File: config.mk
export PLATFORM = sky130hd
export DESIGN_NAME = cdb_arbiter
export DESIGN_NICKNAME = d
export VERILOG_FILES = /design/src/rtl/cdb_arbiter_pkg.sv /design/src/rtl/cdb_arbiter_rr_arbiter.sv /design/src/rtl/cdb_arbiter.sv
export SDC_FILE = /design/constraint.sdc
export NUM_CORES = 1
export LEC_CHECK = 0
export BUFFER_PORTS_ARGS = -buffer_cell sky130_fd_sc_hd__clkbuf_2
export CAP_MARGIN = 30
export CORE_MARGIN = 2
export CORE_UTILIZATION = 46
export CTS_CLUSTER_DIAMETER = 100
export DETAILED_ROUTE_END_ITERATION = 10
export GPL_TIMING_DRIVEN = 0
export PLACE_DENSITY = 0.89
export SETUP_SLACK_MARGIN = 0.05
export SLEW_MARGIN = 30
export SYNTH_ARGS = -nofsm -noshare
export SYNTH_HDL_FRONTEND = slang
export SYNTH_SLANG_ARGS = --single-unit
File: constraint.sdc
create_clock -name clock -period 7.7 [get_ports clock]
set_input_delay 0 -clock clock [delete_from_list [all_inputs] [get_ports clock]]
set_output_delay 0 -clock clock [all_outputs]
set_load 0.05 [all_outputs]
File: src/rtl/cdb_arbiter_pkg.sv
// Shared CDB types: FU result packet, broadcast packet and the round-robin step helper.
// Used by cdb_arbiter and its rr_arbiter.
package cdb_arbiter_pkg;

    localparam int NUM_FU_DEFAULT = 4;
    localparam int ROB_TAG_W      = 6;
    localparam int DATA_W         = 32;

    typedef logic [ROB_TAG_W-1:0] ROB_TAG;
    typedef logic [DATA_W-1:0]    DATA;

    typedef struct packed {
        ROB_TAG rob_tag;
        DATA    value;
    } FU_CDB_PACKET;

    // rob_tag 0 is never allocated, so an all-zero packet is a safe idle bus.
    typedef struct packed {
        logic   valid;
        ROB_TAG rob_tag;
        DATA    value;
    } CDB_PACKET;

    function automatic int rr_next_idx(input int idx, input int n);
        return (idx == n - 1) ? 0 : idx + 1;
    endfunction

endpackage

File: src/rtl/cdb_arbiter_rr_arbiter.sv
// Combinational round-robin picker: first requester found scanning from ptr upward, modulo N.
module rr_arbiter #(
    parameter int N = 4
) (
    input  logic [N-1:0]         req,
    input  logic [$clog2(N)-1:0] ptr,
    output logic [N-1:0]         gnt,
    output logic [$clog2(N)-1:0] winner,
    output logic                 any
);

    localparam int W = $clog2(N);

    logic [W-1:0] idx;

    always_comb begin
        gnt    = '0;
        winner = '0;
        any    = 1'b0;
        idx    = '0;
        for (int i = 0; i < N; i++) begin
            idx = W'((int'(ptr) + i) % N);
            if (!any && req[idx]) begin
                any      = 1'b1;
                gnt[idx] = 1'b1;
                winner   = idx;
            end
        end
    end

endmodule

File: src/rtl/cdb_arbiter.sv
// Round-robin owner of the common data bus; registers the winning FU result as the broadcast.
// Optional per-FU grant and conflict counters are built when CDB_PERF_CNT_EN is defined.
module cdb_arbiter
    import cdb_arbiter_pkg::*;
#(
    parameter int NUM_FU = NUM_FU_DEFAULT
) (
    input  logic                       clock,
    input  logic                       reset,
    input  logic                       squash,
    input  logic [NUM_FU-1:0]          fu_req,
    input  FU_CDB_PACKET [NUM_FU-1:0]  fu_data,
    output logic [NUM_FU-1:0]          fu_grant,
    output CDB_PACKET                  cdb_packet
`ifdef CDB_PERF_CNT_EN
    ,
    output logic [32*NUM_FU-1:0]       grant_cnt,
    output logic [31:0]                conflict_cnt
`endif
);

    localparam int PTR_W = $clog2(NUM_FU);

    logic [PTR_W-1:0]  rr_ptr_q, rr_ptr_d;
    logic [PTR_W-1:0]  winner;
    logic [NUM_FU-1:0] req_eligible;
    logic              grant_any;
    CDB_PACKET         cdb_packet_q, cdb_packet_d;

    // Squash and reset hide every request, so no FU sees its result consumed.
    assign req_eligible = (reset || squash) ? '0 : fu_req;

    rr_arbiter #(.N(NUM_FU)) u_rr (
        .req    (req_eligible),
        .ptr    (rr_ptr_q),
        .gnt    (fu_grant),
        .winner (winner),
        .any    (grant_any)
    );

    always_comb begin
        rr_ptr_d     = rr_ptr_q;
        cdb_packet_d = '0;
        if (grant_any) begin
            rr_ptr_d             = PTR_W'(rr_next_idx(int'(winner), NUM_FU));
            cdb_packet_d.valid   = 1'b1;
            cdb_packet_d.rob_tag = fu_data[winner].rob_tag;
            cdb_packet_d.value   = fu_data[winner].value;
        end
    end

    always_ff @(posedge clock) begin
        if (reset) begin
            rr_ptr_q     <= '0;
            cdb_packet_q <= '0;
        end else begin
            rr_ptr_q     <= rr_ptr_d;
            cdb_packet_q <= cdb_packet_d;
        end
    end

    assign cdb_packet = cdb_packet_q;

`ifdef CDB_PERF_CNT_EN
    logic [NUM_FU-1:0][31:0] grant_cnt_q;
    logic [31:0]             conflict_cnt_q;

    always_ff @(posedge clock) begin
        if (reset) begin
            grant_cnt_q    <= '0;
            conflict_cnt_q <= '0;
        end else begin
            for (int n = 0; n < NUM_FU; n++) begin
                if (fu_grant[n] && (grant_cnt_q[n] != '1))
                    grant_cnt_q[n] <= grant_cnt_q[n] + 32'd1;
            end
            if (!squash && ($countones(fu_req) > 1) && (conflict_cnt_q != '1))
                conflict_cnt_q <= conflict_cnt_q + 32'd1;
        end
    end

    assign grant_cnt    = grant_cnt_q;
    assign conflict_cnt = conflict_cnt_q;
`endif

    // A requesting FU must carry an allocated tag; the bus never grants twice.
    always @(posedge clock) begin
        if (!reset) begin
            for (int n = 0; n < NUM_FU; n++)
                assert (!(fu_req[n] && (fu_data[n].rob_tag == '0)));
            assert ($onehot0(fu_grant));
        end
    end

endmodule

==> key figures <==
Timing
  • Setup_tns: 0 ns
  • Tmin final: 3.04 ns
  • RSZ-0062 raised after global routing: no
  • Max-slew headroom: 0.538
  • Hold Vio Cnt, Final: 0
  • Clock Skews: 0.00923 ns
  • Peak Freq: 329 MHz
  • Worst Max-Slew Pin Slew: 0.693 ns
  • Final period util: 0.395
  • Final setup fails: 0
  • Slew Limit Fails: 0

Setup path
  • Sum of buffers and inverters on the critical path: 3
  • Critical path class: reg -> out
  • CP required: 7.70 ns
  • Endpoint class of the critical path: primary output
  • Crit path launch type: register
  • Worst R2R Path Depth: 11
  • Crit path max fanout: 7
  • Top Family by Delay on Critical Path: simple AND/OR/NAND/NOR gates
  • CP Depth: 10
  • Crit path DAT: 3.04 ns
  • Slowest cell delay on critical path: 0.44 ns
  • Crit-path cells: buf_2 -> inv_1 -> ha_1 -> or3_1 -> a2bb2oi_1 -> and2_1 -> a22oi_1 -> nor2_1 -> a221o_1 -> clkbuf_2
  • CP max stage cell: dfxtp_1

Logic synthesis
  • Post-synth cell types: 37
  • Area share of the largest cell type after synthesis: 0.273
  • Synthesized net count: 444
  • Synth area leader: dfxtp_1
  • Mean Syn Cell Area: 10.8 um^2
  • FF+latch count, synth: 41
  • Main synth FF type: dfxtp_1
  • Yosys Warn Count: 0
  • Synthesized area: 3000 um^2
  • Synth top area cells: dfxtp_1, mux2_2, mux2i_1, o31ai_2, nand3_2
  • Post-synth EDFFs: 0
  • Post-Syn Instances: 278
  • Async set-reset flop share out of synthesis: 0
  • Sequential fraction of the synthesis area: 0.273

Drt
  • DR iter-0 viols: 70
  • DRC: 0
  • Final ANT Viol Nets: 0
  • Detailed Route WL: 9070 um
  • Vias per cell: 5.36
  • Avg WL per Cell: 16.1 um
  • Via Count: 3031
  • Pre-antenna DRT Iters: 4

GRT
  • GRT Total Usage: 0.242
  • Antenna violations before repair: 0
  • First-pass GRT wire length: 14100 um
  • Grt ovf: 0
  • Pin count of the biggest net entering global routing: 13
  • Vias in the first global route: 3065

Floorplan
  • Die width: 84.8 um
  • Die area: 7190 um^2
  • Core ar.: 6310 um^2
  • Die height: 84.8 um
  • Io pins: 202
  • Cell Rows: 29
  • Initial core utilization: 0.475

Power and ir drop
  • Pleak: 0.00222 uW
  • Worst vdd ir: 0.123 mV
  • PwrDens: 242 nW/um^2
  • Final Total Pwr: 1020 uW

Place
  • Dpl cells: 556
  • Hpwl dp: 7210 um
  • # port buffers: 201
  • Global placement routability congestion: 0.797

Final layout
  • Layout cells sized above 1: 0.652
  • Number of diodes: 0
  • Fillers: 514
  • P&R area growth vs syn: 40.9%
  • Fin cells: 565
  • Post-layout util: 0.670
  • Fin nets: 653

Clocking
  • CTS resizes: 0
  • Clock transition at the registers of the reported paths: 0.08 ns
  • CTS tree: done
  • TritonCTS Buffers: 5
  • Num Clock Sinks: 41
  • Root Driver: clkbuf_8
  • Longest Clk Path Bufs: 2
  • Post-CTS setup repair buffer count: 0
  • Clk_lat worst skew: 0.29 ns
  • H-tree levels: 2

Min path
  • WHS Path Cells: 3
  • Worst min path class: in -> reg

Flow run
  • Max-capacitance violation count: 0

Status
  • Status: complete, no violations
## cells in the mapped netlist, types with 2 or more instances
cell type and number:
buf_2 4, nand3_2 20, nor3b_1 2, clkbuf_1 4
nand2_1 2, dfxtp_1 41, a21oi_1 3, a21o_1 2
mux2_2 39, buf_1 4, inv_1 3, o31ai_2 31
a221o_1 4, a22oi_1 4, mux2i_1 41, nand3_1 19
buf_4 6, nor2_1 9, or3_1 4, ha_1 7
buf_6 7, o31ai_1 7
## repair_timing
item,in CTS,in global routing
hold buffers,1,0
setup endpoints to repair,0,0
hold endpoints to repair,1,0
## registers in the layout, indices dropped and copies added, names as in the netlist
signal,flops
cdb_packet,39
rr_ptr_q,2
## layout make-up
cell class,instances,area (um^2),area share
Inverter,3,11.3,0.00266
Timing Repair Buffer,202,1020,0.240
Clock inverter,1,30.0,0.00710
Tap cell,77,96.3,0.0228
Buffer,25,174,0.0411
Multi-Input combinational cell,209,2000,0.472
Sequential cell,41,821,0.194
Clock buffer,7,86.3,0.0204
## cell usage in the layout (no fill, tap or decap), types with 5 or more instances in the layout
cell | Yosys | layout
clkbuf_2 | 0 | 201
mux2i_1 | 41 | 41
dfxtp_1 | 41 | 41
mux2_2 | 39 | 39
o31ai_2 | 31 | 31
nand3_2 | 20 | 20
nand3_1 | 19 | 19
nor2_1 | 9 | 9
buf_6 | 7 | 7
o31ai_1 | 7 | 7
ha_1 | 7 | 7
buf_4 | 6 | 6
clkbuf_8 | 0 | 6
clkbuf_1 | 4 | 5
## final timing paths
kind                     start              to  slack [ns]
setup / recovery   rr_ptr_q[0]     fu_grant[1]        4.66
hold / removal    fu_data[122]   cdb_packet[8]        0.02
setup reg to reg   rr_ptr_q[0]  cdb_packet[31]        4.66
hold reg to reg    rr_ptr_q[1]     rr_ptr_q[1]        0.80
## report_power, final
| group | internal (uW) | total (uW) | switching, uW |
|---|---|---|---|
| Combinational | 199 | 577 | 377 |
| Clock | 106 | 181 | 75.6 |
| Sequential | 249 | 265 | 15.6 |
## per-stage QoR
stage	worst slack (ns)	cell area (um^2)	hold slack [ns]
floorplan	5.09	3000	0.0716
global placement	4.79	4100	0.267
detailed placement	4.70	4100	0.285
CTS	4.66	4230	0.0232
global route	4.51	4230	0.0232
finish	4.66	4230	0.0209
## worst reg2reg max path, delay by kind of cell (launching register included)
family / cells / cell delay (ns)
AOI/OAI and AO/OA: 3 / 0.57
xor gates and xnor gates: 1 / 0.22
adders and majority gates: 1 / 0.40
buffers and inverters: 4 / 0.81
DFF: 1 / 0.44
and+or+nand+nor: 2 / 0.51
## layer usage
metal  vias up  wire length [um]  GRT usage
met5         -                 0          0
met3         8               570     0.0305
met1      1413              3390      0.257
met2       136              5050      0.492
li1       1474                 -          -
met4         0                57     0.0664
## kinds of logic (layout without fill, tap and decap cells)
| kind of cell | count (synthesis) | in the layout | synth area share |
|---|---|---|---|
| fa+ha+maj | 7 | 7 | 0.0292 |
| flops | 41 | 41 | 0.273 |
| simple gates | 62 | 62 | 0.138 |
| mux | 80 | 80 | 0.283 |
| buf+inv | 28 | 238 | 0.0617 |
| compound gates | 58 | 58 | 0.206 |
| xor+xnor | 2 | 2 | 0.00834 |
Note: power is estimated with default switching activity, not from simulation.
